### src/rtl/sipo_deserializer_pkg.sv
// Shared SIPO/PISO definitions: default word width, FSM encoding
// and the bit-counter width derivation.
package sipo_deserializer_pkg;

    localparam int D_SIZE_DEF = 4;

    typedef enum logic {
        IDLE  = 1'b0,
        SHIFT = 1'b1
    } state_t;

    function automatic int cnt_width(input int d);
        return (d < 2) ? 1 : $clog2(d);
    endfunction

endpackage

### src/rtl/sipo_deserializer_out_buf.sv
// Output holding register for the SIPO stage: valid/ready handshake
// plus the sticky overrun flag for words dropped under backpressure.
module sipo_out_buf
    import sipo_deserializer_pkg::*;
#(
    parameter int D_SIZE = D_SIZE_DEF
) (
    input  logic              clk,
    input  logic              rst_n,
    input  logic              load,
    input  logic [D_SIZE-1:0] word,
    input  logic              out_ready,
    input  logic              clr_overrun,
    output logic [D_SIZE-1:0] parallel_out,
    output logic              out_valid,
    output logic              overrun
);

    logic xfer;
    logic take;
    logic drop;

    assign xfer = out_valid & out_ready;
    // A consumed slot can be refilled on the same edge.
    assign take = load & (~out_valid | out_ready);
    assign drop = load & out_valid & ~out_ready;

    always_ff @(posedge clk or negedge rst_n) begin
        if (!rst_n) begin
            parallel_out <= '0;
            out_valid    <= 1'b0;
        end else if (take) begin
            parallel_out <= word;
            out_valid    <= 1'b1;
        end else if (xfer) begin
            out_valid    <= 1'b0;
        end
    end

    always_ff @(posedge clk or negedge rst_n) begin
        if (!rst_n) begin
            overrun <= 1'b0;
        end else if (drop) begin
            overrun <= 1'b1;
        end else if (clr_overrun) begin
            overrun <= 1'b0;
        end
    end

endmodule

### src/rtl/sipo_deserializer.sv
// Serial-in parallel-out receive stage, LSB first, with a
// double-buffered parallel output.
module sipo_deserializer
    import sipo_deserializer_pkg::*;
#(
    parameter int D_SIZE = D_SIZE_DEF
) (
    input  logic              clk,
    input  logic              rst_n,
    input  logic              start,
    input  logic              bit_valid,
    input  logic              serial_in,
    input  logic              out_ready,
    input  logic              clr_overrun,
    output logic [D_SIZE-1:0] parallel_out,
    output logic              out_valid,
    output logic              busy,
    output logic              overrun
);

    localparam int CNT_W = cnt_width(D_SIZE);
    localparam logic [CNT_W-1:0] CNT_LAST = CNT_W'(D_SIZE - 1);

    state_t            state;
    logic [CNT_W-1:0]  cnt;
    logic [D_SIZE-1:0] sr;
    logic [D_SIZE-1:0] sr_next;
    logic              last_bit;
    logic              sr_unused;

    assign sr_next   = {serial_in, sr[D_SIZE-1:1]};
    assign sr_unused = sr[0];
    assign busy      = (state == SHIFT);
    assign last_bit  = (state == SHIFT) & bit_valid & ~start
                     & (cnt == CNT_LAST);

    always_ff @(posedge clk or negedge rst_n) begin
        if (!rst_n) begin
            state <= IDLE;
            cnt   <= '0;
            sr    <= '0;
        end else if (bit_valid) begin
            unique case (state)
                IDLE: begin
                    if (start) begin
                        sr    <= sr_next;
                        cnt   <= CNT_W'(1);
                        state <= SHIFT;
                    end
                end
                SHIFT: begin
                    sr <= sr_next;
                    if (start) begin
                        // Restart discards the partial frame silently.
                        cnt <= CNT_W'(1);
                    end else if (cnt == CNT_LAST) begin
                        cnt   <= '0;
                        state <= IDLE;
                    end else begin
                        cnt <= cnt + CNT_W'(1);
                    end
                end
                default: state <= IDLE;
            endcase
        end
    end

    sipo_out_buf #(
        .D_SIZE(D_SIZE)
    ) u_out_buf (
        .clk          (clk),
        .rst_n        (rst_n),
        .load         (last_bit),
        .word         (sr_next),
        .out_ready    (out_ready),
        .clr_overrun  (clr_overrun),
        .parallel_out (parallel_out),
        .out_valid    (out_valid),
        .overrun      (overrun)
    );

endmodule
### config.mk
export PLATFORM = sky130hd
export DESIGN_NAME = sipo_deserializer
export DESIGN_NICKNAME = d
export VERILOG_FILES = /design/src/rtl/sipo_deserializer_pkg.sv /design/src/rtl/sipo_deserializer_out_buf.sv /design/src/rtl/sipo_deserializer.sv
export SDC_FILE = /design/constraint.sdc
export NUM_CORES = 1
export LEC_CHECK = 0
export ABC_AREA = 1
export BUFFER_PORTS_ARGS = -buffer_cell sky130_fd_sc_hd__buf_4
export CAP_MARGIN = 20
export CORE_AREA = 2 2 39 41
export DETAILED_ROUTE_END_ITERATION = 16
export DIE_AREA = 0 0 41 43
export GPL_ROUTABILITY_DRIVEN = 0
export PLACE_DENSITY_LB_ADDON = 0.15
export RECOVER_POWER = 25
export SLEW_MARGIN = 10
export SYNTH_ARGS = -nofsm -noshare
export SYNTH_HDL_FRONTEND = slang
export SYNTH_SLANG_ARGS = --single-unit
### constraint.sdc
create_clock -name clk -period 1.25 [get_ports clk]
set_input_delay 0.0625 -clock clk [delete_from_list [all_inputs] [get_ports clk]]
set_output_delay 0.0625 -clock clk [all_outputs]
set_load 0.02 [all_outputs]
==> impl_metrics.tcl <==
set metrics [dict create \
    multi_input_comb_area_sq_um 180.2 \
    grt_setup_unrepaired "false" \
    syn_nets 64 \
    worst-setup-path-type "reg2reg" \
    post-synth-top-count-cell "sky130_fd_sc_hd__nand2_1" \
    drt_pre_antenna_iters 4 \
    post_synth.cell_area_avg_sq_um 9.183 \
    ys_seq_elements 12 \
    fin_crit_sh_pct 83.01 \
    largest_net_degree_at_the_start_of_global_routing 13 \
    routedWlPerCell_microns 11.36 \
    maxClockFrequency_ghz 0.9637 \
    finalHoldWorstSlack_ns 0.02126 \
    power-per-cell-area_mw_per_mm2 2036 \
    sequential_cell_area_sq_um 300.3 \
    final_setup_vio_count 0 \
    synth_commonest_cells "19 x sky130_fd_sc_hd__nand2_1, 12 x sky130_fd_sc_hd__dfrtp_1, 9 x sky130_fd_sc_hd__inv_1" \
    drv_cap 0 \
    cts.htree.levels 1 \
    final_design_area_no_fill_sq_um 660.6 \
    drt_wl_total_mm 1.011 \
    placement.cell_area_sq_um 631.9 \
    synthTopCellsByArea "sky130_fd_sc_hd__dfrtp_1 58%, sky130_fd_sc_hd__nand2_1 14%, sky130_fd_sc_hd__inv_1 6.6%" \
    vdd_drop_max_mv 0.7324 \
    initial_antenna_violation_count 0 \
    rrSetupSlack_ns 0.21 \
    totalPowerFinal_mw 1.345 \
    cts_tree "yes" \
    drt_iter0_drc 6 \
    cts_root_buf "sky130_fd_sc_hd__clkbuf_4" \
    vias 418 \
    crit_path_max_incr_delay_ns 0.40 \
    synth_edf_count 0 \
    fp.dieArea_sq_mm 0.001763 \
    antenna_cell_count 0 \
    fp.dieW_microns 41 \
    clock_tree.buffer_depth 2 \
    ys_dominant_reg_cell "sky130_fd_sc_hd__dfrtp_1" \
    critical_path_arrival_ns 1.19 \
    share_of_cells_above_drive_strength_1_pct 26.03 \
    worst_clock_skew_ns 0.006495 \
    path_common_cell "sky130_fd_sc_hd__nand2_1" \
    worst_ep_required_time_ns 1.40 \
    die_h_microns 43 \
    floorplan.initialDensity_pct 37.16 \
    grt_pass1_wl_mm 1.718 \
    postLayoutCoreUtil_pct 47.74 \
    path_delay_family "simple AND/OR/NAND/NOR gates" \
    critical_path.endpoint_type "flop" \
    fillers 140 \
    detail_route.vias_per_cell 4.697 \
    final.setup.worst_slack_ns 0.2123 \
    post-place-cells 85 \
    post_cts_resize_count 0 \
    slew_violations 0 \
    areaGrowthSynthToFinish_pct 28.47 \
    synthesis.area_sq_um 514.2 \
    hold_viol 0 \
    core_sq_mm 0.001384 \
    synth.distinct_cells 11 \
    run_status "completed" \
    synth.yosys.seq_area_share_pct 58.39 \
    netlist.area_leader.share_pct 58.39 \
    ys.warnings.count 0 \
    clk_transition_reported_paths_ns 0.07 \
    globalRouteTotalUtil_pct 15.33 \
    max-slew-margin-rel_pct 56.25 \
    tightestPinTransition_ns 0.6562 \
    clkLatencyLatePin_ns 0.27 \
    layout.cells.non_filler 89 \
    row_count 14 \
    clk_sinks 12 \
    finalWorstPathRequiredPeriod_ns 1.038 \
    via_count_of_the_first_global_routing_pass 401 \
    slowest_stage "sky130_fd_sc_hd__dfrtp_1" \
    dp_slack_ns 0.2371 \
    synthArstFlopShare_pct 100.0 \
    io_pins 14 \
    layout.nets 83 \
    drc_errors 0 \
    timing.setup.tns_ns 0 \
    tritoncts.num_buffers 3 \
    drtAntennaViolNets 0 \
    mapped_cells 56 \
    power.leakage_nw 0.3551 \
    worst_min_delay_path_category "in2reg" \
    post-dp-hpwl_microns 762.6 \
    crit_path_cell_trace "nand2_2 > nor2_4 > nand3_2 > nand2_1 > nand2_1" \
    critPathMaxFanout 8 \
    port_buffers 13 \
    path_buf_inv 0 \
    grt_overflow 0 \
    synth.largest_area_cell "sky130_fd_sc_hd__dfrtp_1" \
    worstSetupStartpointType "flop" \
]
-- logic make-up (layout without fill, tap and decap cells) --
family	after synthesis	in the layout	synth area share (%)
AO/OA/AOI/OAI	8	8	8.515
adder cells (fa/ha/maj)	1	1	2.433
buffers and inverters	9	26	6.569
flip-flops	12	12	58.39
AND/OR/NAND/NOR	26	26	24.09
-- final cells by class --
type / instances / share of cell area [%]
tap: 16 / 3.030
sequential: 12 / 45.45
inverter: 9 / 5.114
multi-input combinational: 35 / 27.27
timing repair buffer: 14 / 15.72
clock buffer: 3 / 3.409
-- final timing paths --
check                                                   endpoint  depth (start not counted)                                  start
min reg2reg                u_out_buf.parallel_out[2]$_DFFE_PN0P_                          2  u_out_buf.parallel_out[2]$_DFFE_PN0P_
max reg2reg                u_out_buf.parallel_out[3]$_DFFE_PN0P_                          5                       busy$_DFFE_PN0P_
max in group asynchronous  u_out_buf.parallel_out[3]$_DFFE_PN0P_                          2                                  rst_n
max                        u_out_buf.parallel_out[3]$_DFFE_PN0P_                          5                       busy$_DFFE_PN0P_
min                                            sr[3]$_DFFE_PN0P_                          3                              serial_in
min in group asynchronous          u_out_buf.overrun$_DFFE_PN0P_                          2                                  rst_n
-- layer usage --
| metal | routed length, microns | track usage [%] | share of wire (%) | vias to the layer above |
|---|---|---|---|---|
| met2 | 471 | 20.31 | 47 | 11 |
| met4 | 25 | 12.00 | 2.5 | 0 |
| li1 | - | - | - | 213 |
| met1 | 453 | 18.67 | 45 | 190 |
| met3 | 59 | 6.283 | 5.8 | 4 |
| met5 | 0 | 0 | 0 | - |
-- cell usage in the layout, fill, tap and decap left out --
cell                            count
sky130_fd_sc_hd__nand4_1            4
sky130_fd_sc_hd__o21ai_2            1
sky130_fd_sc_hd__clkbuf_1           1
sky130_fd_sc_hd__nor2_4             1
sky130_fd_sc_hd__ha_1               1
sky130_fd_sc_hd__nand2_2            1
sky130_fd_sc_hd__o21ai_0            6
sky130_fd_sc_hd__inv_1              9
sky130_fd_sc_hd__buf_4             12
sky130_fd_sc_hd__nand3_2            1
sky130_fd_sc_hd__dlygate4sd3_1      1
sky130_fd_sc_hd__clkbuf_4           3
sky130_fd_sc_hd__dfrtp_1           12
sky130_fd_sc_hd__o21ai_1            1
sky130_fd_sc_hd__nand2_1           19
-- tightest hold or removal path, cell delays in order --
cell	delay [ns]
sky130_fd_sc_hd__buf_4	0.08
sky130_fd_sc_hd__nand2_1	0.04
sky130_fd_sc_hd__o21ai_0	0.06
-- state kept, by name, indices dropped and copies added, names as in the netlist --
signal / flops
busy: 1
cnt: 2
sr: 3
u_out_buf.out_valid: 1
u_out_buf.overrun: 1
u_out_buf.parallel_out: 4
-- power breakdown --
part / total, mW / switching, mW / internal, mW
clock network: 0.229 / 0.118 / 0.111
registers: 0.630 / 0.0987 / 0.531
logic: 0.486 / 0.286 / 0.200
-- repair_timing --
action,CTS,global route
endpoints found under the hold margin,12,0
buffers inserted,0,0
hold buffers,1,0
Power figures use the tool's default switching activity.
